**config.mk**
```make
export PLATFORM = sky130hd
export DESIGN_NAME = regfile_write_arbiter
export DESIGN_NICKNAME = d
export VERILOG_FILES = /design/src/rtl/regfile_arb_pkg.sv /design/src/rtl/regarb_fifo.sv /design/src/rtl/regfile_write_arbiter.sv
export SDC_FILE = /design/constraint.sdc
export NUM_CORES = 1
export LEC_CHECK = 0
export ABC_CLOCK_PERIOD_IN_PS = 6600
export CORE_MARGIN = 2
export CORE_UTILIZATION = 53
export CTS_CLUSTER_DIAMETER = 200
export DETAILED_ROUTE_END_ITERATION = 12
export GPL_ROUTABILITY_DRIVEN = 0
export MAX_ROUTING_LAYER = met4
export PLACE_DENSITY_LB_ADDON = 0.12
export SETUP_SLACK_MARGIN = 0.05
export SLEW_MARGIN = 20
export SYNTH_ARGS = -nofsm -noshare
export SYNTH_HDL_FRONTEND = slang
export SYNTH_SLANG_ARGS = --single-unit
```
**constraint.sdc**
```tcl
create_clock -name clk -period 6.6 [get_ports clk]
set_input_delay 1.32 -clock clk [delete_from_list [all_inputs] [get_ports clk]]
set_output_delay 1.32 -clock clk [all_outputs]
set_load 0.05 [all_outputs]
```
**src/rtl/regfile_arb_pkg.sv**
```systemverilog
// Shared widths and types for the register-file write arbiter.
// Builds with REGFILE_ARB_STARVE_GUARD_EN see the same package; nothing in it is guard-specific.
package regfile_arb_pkg;

   localparam int DEF_DATA_W = 32;
   localparam int DEF_ADDR_W = 5;

   // Register index that the register file hard-wires to zero.
   localparam logic [DEF_ADDR_W-1:0] R0 = '0;

   typedef struct packed {
      logic [DEF_ADDR_W-1:0] waddr;
      logic [DEF_DATA_W-1:0] data;
   } rf_wr_t;

endpackage

```
**src/rtl/regarb_fifo.sv**
```systemverilog
// Small FIFO of pending mul/div register writes.
// Each entry has a live bit so that a younger WB write can cancel it while it waits.
module regarb_fifo
   import regfile_arb_pkg::*;
#(
   parameter int ADDR_W  = DEF_ADDR_W,
   parameter int DATA_W  = DEF_DATA_W,
   parameter int Q_DEPTH = 2
) (
   input  logic                       clk,
   input  logic                       rst,
   input  logic                       push,
   input  logic [ADDR_W-1:0]          push_addr,
   input  logic [DATA_W-1:0]          push_data,
   input  logic                       pop,
   input  logic                       kill_en,
   input  logic [ADDR_W-1:0]          kill_addr,
   output logic [ADDR_W-1:0]          head_addr,
   output logic [DATA_W-1:0]          head_data,
   output logic                       head_valid,
   output logic [$clog2(Q_DEPTH):0]   count,
   output logic                       full,
   output logic                       empty
);

   localparam int PW = $clog2(Q_DEPTH);
   localparam int CW = PW + 1;

   logic [ADDR_W-1:0]  addr_q [Q_DEPTH];
   logic [DATA_W-1:0]  data_q [Q_DEPTH];
   logic [Q_DEPTH-1:0] vld_q;
   logic [PW-1:0]      wr_ptr;
   logic [PW-1:0]      rd_ptr;

   // Payload storage carries no reset; the live bits and count guard it.
   always_ff @(posedge clk) begin
      if (push) begin
         addr_q[wr_ptr] <= push_addr;
         data_q[wr_ptr] <= push_data;
      end
   end

   always_ff @(posedge clk or negedge rst) begin
      if (!rst) begin
         wr_ptr <= '0;
         rd_ptr <= '0;
         count  <= '0;
         vld_q  <= '0;
      end else begin
         if (kill_en) begin
            for (int i = 0; i < Q_DEPTH; i++) begin
               if (addr_q[i] == kill_addr) vld_q[i] <= 1'b0;
            end
         end
         // A push always lands in a free slot, so it may overwrite a kill of that slot.
         if (push) begin
            vld_q[wr_ptr] <= 1'b1;
            wr_ptr        <= wr_ptr + PW'(1);
         end
         if (pop) rd_ptr <= rd_ptr + PW'(1);
         case ({push, pop})
            2'b10:   count <= count + CW'(1);
            2'b01:   count <= count - CW'(1);
            default: count <= count;
         endcase
      end
   end

   assign head_addr  = addr_q[rd_ptr];
   assign head_data  = data_q[rd_ptr];
   assign head_valid = vld_q[rd_ptr];
   assign full       = (count == CW'(Q_DEPTH));
   assign empty      = (count == '0);

endmodule

```
**src/rtl/regfile_write_arbiter.sv**
```systemverilog
// Shares the register-file write port between WB (fixed priority) and queued mul/div results.
// Define REGFILE_ARB_STARVE_GUARD_EN to add the starvation counter that drives stall_req.
module regfile_write_arbiter
   import regfile_arb_pkg::*;
#(
   parameter int DATA_W     = DEF_DATA_W,
   parameter int ADDR_W     = DEF_ADDR_W,
`ifdef REGFILE_ARB_STARVE_GUARD_EN
   parameter int STARVE_MAX = 4,
`endif
   parameter int Q_DEPTH    = 2
) (
   input  logic                      clk,
   input  logic                      rst,
   input  logic                      wb_valid,
   input  logic [ADDR_W-1:0]         wb_reg,
   input  logic [DATA_W-1:0]         wb_data,
   input  logic                      md_valid,
   output logic                      md_ready,
   input  logic [ADDR_W-1:0]         md_reg,
   input  logic [DATA_W-1:0]         md_data,
   output logic                      rf_we,
   output logic [ADDR_W-1:0]         rf_waddr,
   output logic [DATA_W-1:0]         rf_wdata,
   output logic [$clog2(Q_DEPTH):0]  q_count,
   output logic                      stall_req
);

   localparam logic [ADDR_W-1:0] REG_ZERO = ADDR_W'(R0);

   logic              wb_grant;
   logic              q_grant;
   logic              head_live;
   logic              push;
   logic              pop;
   logic              full;
   logic              empty;
   logic [ADDR_W-1:0] head_addr;
   logic [DATA_W-1:0] head_data;
   logic              head_valid;

   // A queued r0 write or a killed entry leaves the queue without using the port,
   // so it pops even while WB owns the slot.
   assign wb_grant  = wb_valid && (wb_reg != REG_ZERO);
   assign head_live = head_valid && (head_addr != REG_ZERO);
   assign q_grant   = !empty && !wb_grant && head_live;
   assign pop       = !empty && (!wb_grant || !head_live);
   assign md_ready  = !full;
   assign push      = md_valid && md_ready;

   regarb_fifo #(
      .ADDR_W  (ADDR_W),
      .DATA_W  (DATA_W),
      .Q_DEPTH (Q_DEPTH)
   ) u_fifo (
      .clk        (clk),
      .rst        (rst),
      .push       (push),
      .push_addr  (md_reg),
      .push_data  (md_data),
      .pop        (pop),
      .kill_en    (wb_grant),
      .kill_addr  (wb_reg),
      .head_addr  (head_addr),
      .head_data  (head_data),
      .head_valid (head_valid),
      .count      (q_count),
      .full       (full),
      .empty      (empty)
   );

   always_ff @(posedge clk or negedge rst) begin
      if (!rst) begin
         rf_we    <= 1'b0;
         rf_waddr <= '0;
         rf_wdata <= '0;
      end else begin
         rf_we <= wb_grant || q_grant;
         if (wb_grant) begin
            rf_waddr <= wb_reg;
            rf_wdata <= wb_data;
         end else if (q_grant) begin
            rf_waddr <= head_addr;
            rf_wdata <= head_data;
         end
      end
   end

`ifdef REGFILE_ARB_STARVE_GUARD_EN
   localparam int WW = $clog2(STARVE_MAX + 1);

   logic [WW-1:0] wait_cnt;
   logic [WW-1:0] wait_nxt;

   // Any non-empty cycle without a pop means WB took the slot; saturate at the limit.
   always_comb begin
      wait_nxt = wait_cnt;
      if (pop)
         wait_nxt = '0;
      else if (!empty && (wait_cnt != WW'(STARVE_MAX)))
         wait_nxt = wait_cnt + WW'(1);
   end

   always_ff @(posedge clk or negedge rst) begin
      if (!rst) begin
         wait_cnt  <= '0;
         stall_req <= 1'b0;
      end else begin
         wait_cnt  <= wait_nxt;
         stall_req <= !pop && (wait_nxt == WW'(STARVE_MAX));
      end
   end
`else
   assign stall_req = 1'b0;
`endif

endmodule

```
==> results.sh <==
export IMPL_status="finished clean"
export IMPL_finalSetupTns_ps=0
export IMPL_crit_reg2reg_capture="rf_wdata[23]$_DFFE_PN0P_"
export IMPL_holdWs_ps=506
export IMPL_postCtsSetupBuffers=0
export IMPL_finalSetupViolCount=0
export IMPL_die_area_um2=10300
export IMPL_crit_path_start="wb_reg[1]"
export IMPL_core_area_um2=9240
export IMPL_synth_edff_count=74
export IMPL_drc=0
export IMPL_pin_count=120
export IMPL_netlist_top_cell_by_area="edfxtp_1"
export IMPL_clk_root_buffer_cell="clkbuf_8"
export IMPL_yosys_warnings=0
export IMPL_clockBufferDepth=2
export IMPL_fill_cells=584
export IMPL_ys_top_cells_by_count="mux2_2, edfxtp_1, dfrtp_1"
export IMPL_required_ps=6980
export IMPL_path_max_fanout=18
export IMPL_hp_class="reg2reg"
export IMPL_layout_drive_gt1_share_pct=33.6
export IMPL_yosysMostFrequentCell="mux2_2"
export IMPL_p_leak_uw=0.00261
export IMPL_portBuffers=118
export IMPL_track_usage_pct=22.0
export IMPL_use_met3_pct=6.49
export IMPL_r2r_cells=5
export IMPL_die_h_um=101
export IMPL_initial_core_util_pct=54.4
export IMPL_clock_latency_ps=500
export IMPL_vias_per_cell=5.16
export IMPL_busiest_layer="met2"
export IMPL_antenna_cells=0
export IMPL_finalCritPeriodShare_pct=52.5
export IMPL_synth_ff_type="edfxtp_1"
export IMPL_max_freq_mhz=288
export IMPL_cp_end_kind="flop"
export IMPL_ys_seq_elements=118
export IMPL_met1_usage_pct=26.6
export IMPL_path_class="in2reg"
export IMPL_hold_end="rf_wdata[28]$_DFFE_PN0P_"
export IMPL_grt_pass1_vias=3223
export IMPL_start_kind="input port"
export IMPL_drt_total_wl_um=10100
export IMPL_cts_tree="yes"
export IMPL_hold_depth=1
export IMPL_multi_input_area_um2=1630
export IMPL_arrival_ps=3840
export IMPL_fp_dieW_um=101
export IMPL_antenna_found_initial=0
export IMPL_drv_slew=0
export IMPL_synth_area_leaders="edfxtp_1, dfrtp_1, mux2_2"
export IMPL_holdBufCountCts=0
export IMPL_async_reset_ff_share_pct=37.3
export IMPL_htreeDepth=4
export IMPL_grt_ovfl_total=0
export IMPL_vdd_drop_max_uv=303
export IMPL_period_minus_slack_ps=3470
export IMPL_r2r_start="u_fifo.rd_ptr$_DFFE_PN0P_"
export IMPL_syn_nets=369
export IMPL_rows=35
export IMPL_ys_seq_area_share_pct=66.1
export IMPL_grt_max_degree=45
export IMPL_vias=2881
export IMPL_worst_pin_slew_ps=1050
export IMPL_ff_latch_area_um2=3320
export IMPL_final_nets=495
export IMPL_synthCells=290
export IMPL_cts_resized=0
export IMPL_drt_first_pass_iters=4
export IMPL_synth_top_area_share_pct=44.2
export IMPL_max_cap_viol_count=0
export IMPL_hold_viol=0
export IMPL_syn2layout_area_growth_pct=37.7
export IMPL_grt_setup_unrepaired="no"
export IMPL_dp_hpwl_um=6480
export IMPL_yosysUniqueCellTypes=31
export IMPL_grt_pass1_wl_um=16100
export IMPL_powerDensity_nw_per_um2=505
export IMPL_synth_avg_cell_area_um2=17.3
export IMPL_skew_ps=10.0
export IMPL_numCtsBuffers=17
export IMPL_slew_headroom_pct=29.7
export IMPL_avgRoutedWirePerCell_um=18.1
export IMPL_clock_sinks=118
export IMPL_hp_start="rf_wdata[28]$_DFFE_PN0P_"
export IMPL_met2_usage_pct=35.4
export IMPL_clk_pin_slew_worst_paths_ps=50
export IMPL_ant_nets=0
export IMPL_syn_area_um2=5030
export IMPL_rrSetupSlack_ps=3640
export IMPL_drt_iter0_drc=86
## metrics by stage
stage | total power (uW) | setup slack, ps | utilization, % | cell area (um2) | instances
after floorplan | 2180 | 3140 | - | 5030 | 290
after global placement | 2600 | 2420 | 68.4 | 6320 | 525
after detailed placement | 2630 | 2630 | 68.7 | 6350 | 526
after CTS | 3530 | 3140 | 74.9 | 6930 | 558
after global routing | 3650 | 3070 | 74.9 | 6930 | 558
final | 3500 | 3130 | 74.9 | 6930 | 558
## cells by family (layout without fill, tap and decap cells)
logic type / Yosys count / in the layout / synth area share, %
flops: 118 / 118 / 66.1
mux: 107 / 107 / 25.2
compound gates: 13 / 13 / 1.84
buf+inv: 15 / 154 / 1.77
simple gates: 20 / 20 / 2.14
xor+xnor: 15 / 15 / 2.61
fa+ha+maj: 1 / 1 / 0.249
other cells: 1 / 1 / 0.0746
## registers in the layout, indices dropped and copies added, names as in the netlist
register and flops:
u_fifo.data_q 64, rf_waddr 5, u_fifo.vld_q 2, u_fifo.count 2, u_fifo.wr_ptr 1, rf_wdata 32, u_fifo.rd_ptr 1, rf_we 1
u_fifo.addr_q 10
## worst max-delay path: stages
cell and delay [ps]:
clkdlybuf4s50_1 500, or4_4 600, o21ai_4 550, buf_16 240, mux2_2 350, mux2_4 260
## worst max path at each step
| stage | slack (ps) | depth (start not counted) | end |
|---|---|---|---|
| final | 3130 | 6 | rf_wdata[3]$_DFFE_PN0P_ |
| after global routing | 3070 | 6 | rf_wdata[23]$_DFFE_PN0P_ |
| after CTS | 3140 | 6 | rf_wdata[3]$_DFFE_PN0P_ |
| after detailed placement | 2630 | 6 | rf_wdata[23]$_DFFE_PN0P_ |
| after global placement | 2420 | 5 | rf_wdata[2]$_DFFE_PN0P_ |
| after floorplan | 3140 | 3 | u_fifo.addr_q[0][0]$_DFFE_PP_ |
## layout make-up
class,count,area share (%)
tap,129,2.33
clock buffer,19,6.09
multi-input combinational,157,23.6
clock inverter,13,2.28
timing repair buffer,122,17.7
sequential,118,48.0
## cell usage in the layout (no fill, tap or decap), drive strengths merged, types with 2 or more instances in the layout
cell type / netlist / final
dfrtp: 44 / 44
edfxtp: 74 / 74
mux2i: 5 / 5
nor2: 3 / 3
o21ai: 7 / 7
nand3: 2 / 2
nand2b: 2 / 2
clkinvlp: 0 / 3
xor2: 6 / 6
nand2: 6 / 6
clkbuf: 6 / 19
bufinv: 0 / 3
buf: 9 / 5
clkdlybuf4s50: 0 / 117
mux2: 102 / 102
clkinv: 0 / 7
o41ai: 2 / 2
xnor2: 9 / 9
## where the power goes
| part | total, uW | switching (uW) | leakage [uW] | internal (uW) |
|---|---|---|---|---|
| Combinational | 1390 | 771 | 0.00114 | 617 |
| Clock | 884 | 311 | 0.000275 | 572 |
| Sequential | 1220 | 174 | 0.00119 | 1050 |
## metal layers
| metal | vias up | wire (um) | part of all wire (%) |
|---|---|---|---|
| met5 | - | 0 | 0 |
| met4 | 0 | 85 | 0.84 |
| met3 | 6 | 522 | 5.2 |
| met2 | 98 | 5090 | 50 |
| met1 | 1426 | 4410 | 44 |
| li1 | 1351 | - | - |
Note: power is estimated with default switching activity, not from simulation.
